--- src/rtl/param_fifo.sv ---
// rtl/param_fifo.sv - parametrised single-clock FIFO with registered or first-word-fall-through read
module param_fifo #(
    parameter int BIT_DEPTH   = 32,
    parameter int FIFO_VOLUME = 8,
    parameter int AF_LEVEL    = 6,
    parameter int AE_LEVEL    = 2,
    parameter int FWFT        = 0
) (
    input  logic                           clk,
    input  logic                           rst,
    input  logic                           enable_write,
    input  logic [BIT_DEPTH-1:0]           value_to_write,
    input  logic                           enable_read,
    output logic [BIT_DEPTH-1:0]           value_to_read,
    output logic                           read_valid,
    output logic                           full,
    output logic                           empty,
    output logic                           almost_full,
    output logic                           almost_empty,
    output logic [$clog2(FIFO_VOLUME):0]   count,
    output logic                           overflow,
    output logic                           underflow
);

    localparam int AW = $clog2(FIFO_VOLUME);
    localparam logic [AW-1:0] PTR_ONE = 1;
    localparam logic [AW:0]   CNT_ONE = 1;
    localparam logic [AW:0]   CNT_MAX = (AW+1)'(FIFO_VOLUME);

    logic [BIT_DEPTH-1:0] mem_q [FIFO_VOLUME];
    logic [AW-1:0]        wr_ptr_q, wr_ptr_d;
    logic [AW-1:0]        rd_ptr_q, rd_ptr_d;
    logic [AW:0]          count_q, count_d;
    logic [BIT_DEPTH-1:0] rdata_q, rdata_d;
    logic                 rvalid_q, rvalid_d;
    logic                 full_q, empty_q, af_q, ae_q, ovf_q, unf_q;
    logic                 wr_acc, rd_acc;

    always_comb begin
        rd_acc   = enable_read && !empty_q && ((FWFT == 0) || rvalid_q);
        // A pop in the same cycle frees the slot, so a write into a full FIFO still lands.
        wr_acc   = enable_write && (!full_q || rd_acc);
        wr_ptr_d = wr_acc ? wr_ptr_q + PTR_ONE : wr_ptr_q;
        rd_ptr_d = rd_acc ? rd_ptr_q + PTR_ONE : rd_ptr_q;
        count_d  = count_q;
        case ({wr_acc, rd_acc})
            2'b10:   count_d = count_q + CNT_ONE;
            2'b01:   count_d = count_q - CNT_ONE;
            default: count_d = count_q;
        endcase
        rdata_d  = rdata_q;
        rvalid_d = 1'b0;
        if (FWFT != 0) begin
            rvalid_d = (count_d != '0);
            // Next head is the word being written now when it lands exactly at the new read pointer.
            if (rvalid_d) begin
                rdata_d = (wr_acc && (rd_ptr_d == wr_ptr_q)) ? value_to_write : mem_q[rd_ptr_d];
            end
        end else if (rd_acc) begin
            rvalid_d = 1'b1;
            rdata_d  = mem_q[rd_ptr_q];
        end
    end

    always_ff @(posedge clk) begin
        if (wr_acc) begin
            mem_q[wr_ptr_q] <= value_to_write;
        end
    end

    always_ff @(posedge clk) begin
        if (!rst) begin
            wr_ptr_q <= '0;
            rd_ptr_q <= '0;
            count_q  <= '0;
            rdata_q  <= '0;
            rvalid_q <= 1'b0;
            full_q   <= 1'b0;
            empty_q  <= 1'b1;
            af_q     <= (AF_LEVEL == 0);
            ae_q     <= 1'b1;
            ovf_q    <= 1'b0;
            unf_q    <= 1'b0;
        end else begin
            wr_ptr_q <= wr_ptr_d;
            rd_ptr_q <= rd_ptr_d;
            count_q  <= count_d;
            rdata_q  <= rdata_d;
            rvalid_q <= rvalid_d;
            full_q   <= (count_d == CNT_MAX);
            empty_q  <= (count_d == '0);
            af_q     <= (32'(count_d) >= 32'(AF_LEVEL));
            ae_q     <= (32'(count_d) <= 32'(AE_LEVEL));
            ovf_q    <= enable_write && !wr_acc;
            unf_q    <= enable_read && !rd_acc;
        end
    end

    assign value_to_read = rdata_q;
    assign read_valid    = rvalid_q;
    assign full          = full_q;
    assign empty         = empty_q;
    assign almost_full   = af_q;
    assign almost_empty  = ae_q;
    assign count         = count_q;
    assign overflow      = ovf_q;
    assign underflow     = unf_q;

endmodule

--- config.mk ---
export PLATFORM = sky130hd
export DESIGN_NAME = param_fifo
export DESIGN_NICKNAME = d
export VERILOG_FILES = /design/src/rtl/param_fifo.sv
export SDC_FILE = /design/constraint.sdc
export NUM_CORES = 1
export LEC_CHECK = 0
export ABC_CLOCK_PERIOD_IN_PS = 11500
export CAP_MARGIN = 20
export CORE_MARGIN = 1.5
export CORE_UTILIZATION = 55
export DETAILED_ROUTE_END_ITERATION = 12
export HOLD_SLACK_MARGIN = 0.08
export PLACE_DENSITY = 0.75
export SLEW_MARGIN = 20
export SYNTH_ARGS = -nofsm -noshare
export SYNTH_HDL_FRONTEND = slang
export SYNTH_SLANG_ARGS = --single-unit
--- constraint.sdc ---
create_clock -name clk -period 11.5 [get_ports clk]
set_clock_uncertainty 0.05 [all_clocks]
set_input_delay 2.3 -clock clk [delete_from_list [all_inputs] [get_ports clk]]
set_output_delay 2.3 -clock clk [all_outputs]
set_load 0.01 [all_outputs]
# After elaboration in Yosys (flattened, before gate mapping)
# Memories as Yosys holds them, arrays and structs flattened. A register that Yosys moved wholly into a read port is not among the register bits.
# Cells that the tools add are included.
# totals
regBits	17
mem_bits_rw	256
inputBits	36
output_inout_bits	43
wordCells	35
memories	1
# classes
addsub	4
n_lt_le_gt_ge	2
n_eq_ne	3
mux	4
reduce_logical	11
# memory_table
name	depth	width	read_ports	rd_clocked_by_memory_dff	wr	line	text
mem_q	8	32	1	1	1	30	logic [BIT_DEPTH-1:0] mem_q [FIFO_VOLUME];
# op_table
operator	n
$pmux 4 s2	1
$add 3x1->3 const B	2
$logic_not 1->1	5
$add 4x1->4 const B	1
$eq 4x4->1 const B	1
$ge 4x3->1 const B	1
$le 4x2->1 const B	1
$logic_and 1x1->1	4
$logic_not 4->1	1
$sub 4x1->4 const B	1
$mux 1	3
$eq 2x1->1 const B	1
$eq 2x2->1 const B	1
$logic_or 1x1->1	1

# Logic depth before layout (Yosys ltp)
# depth
depth_word	7
ltp_mapped	12
depth_no_buf	11

# Least setup slack after synthesis
# OpenSTA, ideal clock, no wires.
# synth_timing
path_kind	input port to flip-flop
startpoint	input port enable_read
endpoint	memory mem_q[0][0] (enable)
setup_time_ns	0.461
t_arrival_ns	5.081
required_ns	10.989
path_slack_ns	5.908
stages	4
n_path_buf	0
cell_sequence	nand2b_1 > a21boi_1 > nand2b_1 > nor3_1
# synth_between
elab_chain_len	5
# synth_rtl
element	line	text
start, declared	13	input logic enable_read,
$logic_and 1x1->1	40	rd_acc = enable_read && !empty_q && ((FWFT == 0) || rvalid_q);
$logic_or 1x1->1	42	wr_acc = enable_write && (!full_q || rd_acc);
$logic_and 1x1->1	42	
$mux 1	66	if (wr_acc) begin
$mux 1 (implied by the code)	67	mem_q[wr_ptr_q] <= value_to_write;
end, declared	30	
# No other way between the ends.

# Worst setup path in the final report
# layout_timing
startpoint	input port enable_read
endpoint	register af_q, in the netlist almost_full
# layout_between
elab_chain_len	6
elab_cells_between_ends	7
classes_between	order compare (1); eq/ne (2); mux (1); reduce/logical (3)
# layout_rtl
element	line	text
$logic_and 1x1->1 *	40	
$logic_or 1x1->1	42	
$logic_and 1x1->1	42	
$eq 2x1->1 or $eq 2x2->1 (tied branches)	46	case ({wr_acc, rd_acc})
$pmux 4 s2 *	46	
$ge 4x3->1 *	92	af_q <= (32'(count_d) >= 32'(AF_LEVEL));
end signal, assigned	80	af_q <= (AF_LEVEL == 0);
end signal, assigned	92	
end, declared	36	logic full_q, empty_q, af_q, ae_q, ovf_q, unf_q;
# Mark *: on every way between the ends. The rest lies on a longest branch, timed or not.
# A chain may end at the register's enable or synchronous reset.

==> impl_results.md <==
* Post-synth EDFFs at about 260
* Drt initial violations at roughly 440
* Synth area leader: edfxtp_1
* Power, Total at around 2.6 mW
* Row count at 52
* Maximum clock frequency at between 200 and 250 MHz
* Die Ht at around 150 um
* Hold Crit Class: reg2reg
* Pleak at approximately 4.6 nW
* Clock transition at the registers of the reported paths at roughly 0.060 ns
* RSZ-0062 raised after global routing: no
* Hold Path End: overflow
* Cell Area, Synth at about 12,000 um^2
* Hold depth at 2
* WP data arrival at 5.36 ns
* Setup Crit Path Kind: in2reg
* Clk Latency, worst-skew pair at between 0.5 and 0.6 ns
* CTS Sinks at approximately 300
* CTS resizes at 0
* Post-route setup slack at approximately 6.5 ns
* Worst Reg-to-Reg Cells at 11
* Via density at between 5 and 6
* Top-area cell type share of the netlist area at 0.667
* Max clock buf depth at 3
* Largest net degree at the start of global routing at 70
* Layout cells sized above 1 at 0.188
* Core footprint at ~20,000 um^2
* Reg-to-reg slack, setup at 8.36 ns
* First-pass GRT wire length at around 32 mm
* Fillers at 1,310
* Pre-antenna DRT Iters at 5
* Worst-Margin Slew at roughly 1.0 ns
* CTS tree: done
* TNS Setup at 0 ns
* Post CTS Setup Buffer Count at 0
* Chip Width at approximately 150 um
* Area contributors post-synth: edfxtp_1, mux4_2, dfxtp_1
* Min-Delay Startpoint: full
* Final WL at 21.0 mm
* Final period utilization at 0.433
* Syn nets at slightly above 600
* Slew Viols, Final at 0
* Status: complete, no violations
* Die footprint at approximately 22,000 um^2
* DP Area at 12,600 um^2
* # hold bufs at CTS at 0
* Post-route design area at between 10,000 and 15,000 um^2
* CP Capture Type: flop
* CTS HTree Levels at 1
* Startpoint class of the critical path: input pin
* Reg2Reg Launch Point: empty
* Setup WS pre-CTS at a little over 6 ns
* Synth Instances at between 500 and 600
* GRT Max-Usage Layer: met2
* Met3 GRT Util at 0.0296
* Finished Core Util at 0.666
* Area growth syn-to-layout at 17.9%
* Initial antenna violation count at 0
* Met1 GRT Util at 0.259
* RD Place Congestion at 0.734
* Yosys warns at 0
* Min Clock Period, post-route at around 5 ns
* P per Cell Area at about 190 nW/um^2
* WL per Instance at approximately 22 um
* ANT cells at 0
* Rel. slew slack at 0.300
* Nets at 700
* Seq/Total Area, Yosys at 0.752
* Worst path cell trace: clkdlybuf4s50_1 -> nand2b_1 -> inv_2 -> buf_4 -> ha_1 -> xor2_1 -> ha_1 -> a21oi_1 -> mux2i_1 -> xor2_1 -> nor2_1 -> o21a_1
* Num CTS Buffers at 29
* Starting Density at 0.565
* Slowest CP cell: buf_4
* Most frequent cell after synthesis: edfxtp_1
* Max-cap viol count at 0
* Library cells used by synthesis at 33
* Hpwl dp at between 10 and 15 mm
* Crit Reg-Reg Endpoint: almost_full
* Prevailing post-synth register cell: edfxtp_1
* Crit path largest cell delay at slightly below 0.6 ns
* Total track usage at 0.193
* Routing usage on met2 at 0.332
* # DRC at 0
* Synthesis-stage register bit count at about 310
* Final setup vio count at 0
* Via count at roughly 5,500
* CP Buf/Inv Count at 3
* Vias in the first global route at ~5,700
* Post-synth top cells: edfxtp_1, mux4_2, dfxtp_1
* Delay-heaviest family, CP: buffers and inverters
* Final Hold Fails at 0
* I/O Pins at slightly below 80
* Avg Inst Size Synth at between 20 and 25 um^2
* PortBufs at just under 80
* Crit-path max FO at between 60 and 70
* CTS Root Cell: clkbuf_16
* Global route overflow at 0
* Post-synth ARST share at 0
* Worst path required time at approximately 12 ns
* Worst ir drop on vdd at ~0.13 mV
* Antenna-violating nets left at 0
==> flip-flops by register name (all words and copies together) (netlist names) <==
name / flops
almost_full: 1
count: 4
value_to_read: 32
wr_ptr_q: 3
read_valid: 1
mem_q: 256
full: 1
empty: 1
underflow: 1
almost_empty: 1
overflow: 1
rd_ptr_q: 3
==> final cells by class <==
type	count	area, um^2	area share
inverter	3	11.3	0.000828
tap	270	338	0.0248
timing repair buffer	88	916	0.0673
sequential	305	8670	0.638
clock inverter	10	125	0.00920
multi-input combinational	232	2710	0.199
clock buffer	44	832	0.0612
==> tightest hold or removal path: stages, from the launching register on <==
cell,delay (ns)
dfxtp_1,0.33
nand2_1,0.06
nor2_1,0.04
==> worst max-delay path by stage <==
| stage | depth (start not counted) | from | slack [ns] | end |
|---|---|---|---|---|
| final | 12 | enable_read | 6.52 | almost_full |
| after global routing | 12 | enable_read | 6.33 | almost_full |
| after CTS | 12 | enable_read | 6.60 | almost_full |
| after detailed placement | 12 | enable_read | 6.04 | almost_full |
| after global placement | 6 | enable_read | 6.20 | mem_q[0][13] |
| after floorplan | 4 | enable_read | 5.91 | mem_q[0][0] |
==> cell families after synthesis <==
family                     after synthesis  synth area share
AOI/OAI and AO/OA                       44            0.0345
and+or+nand+nor                         79            0.0309
adders and majority gates                5           0.00542
DFF                                    305             0.752
xor gates and xnor gates                 6           0.00456
buffers and inverters                   35            0.0186
muxes                                   98             0.154
==> through the flow <==
step | hold WS, ns | std cells
2_1_floorplan | 0.410 | 572
3_3_place_gp | 0.414 | 894
3_5_place_dp | 0.417 | 894
4_1_cts | 0.426 | 948
5_1_grt | 0.432 | 952
6_report | 0.416 | 952
==> report_power, final <==
group / total (mW) / internal, mW / switching, mW
Sequential: 1.29 / 1.25 / 0.0384
Combinational: 0.322 / 0.172 / 0.150
Clock: 0.944 / 0.564 / 0.380
Total: 2.56 / 1.99 / 0.568
==> layout by cell type (no fill, tap or decap), types with 3 or more instances in the layout <==
master	Yosys	layout
clkbuf_1	10	10
bufinv_16	0	3
dfxtp_1	49	46
nand2b_1	6	6
nor2_1	10	4
clkdlybuf4s50_1	0	77
clkinv_1	0	3
o21ai_1	3	3
mux4_2	64	64
xnor2_1	3	3
clkbuf_16	0	29
ha_1	5	5
and2_1	5	5
nor2b_1	3	3
edfxtp_1	256	256
o211a_1	32	32
mux2i_1	34	34
clkbuf_8	0	5
clkinv_2	0	3
nand2_1	45	45
xor2_1	3	3
buf_4	4	6
nor2_4	0	6
==> metal layers <==
metal	vias up	wire length (um)
li1	2481	-
met1	2892	8790
met2	146	10800
met3	26	986
met4	0	361
met5	-	0
Power figures use the tool's default switching activity.
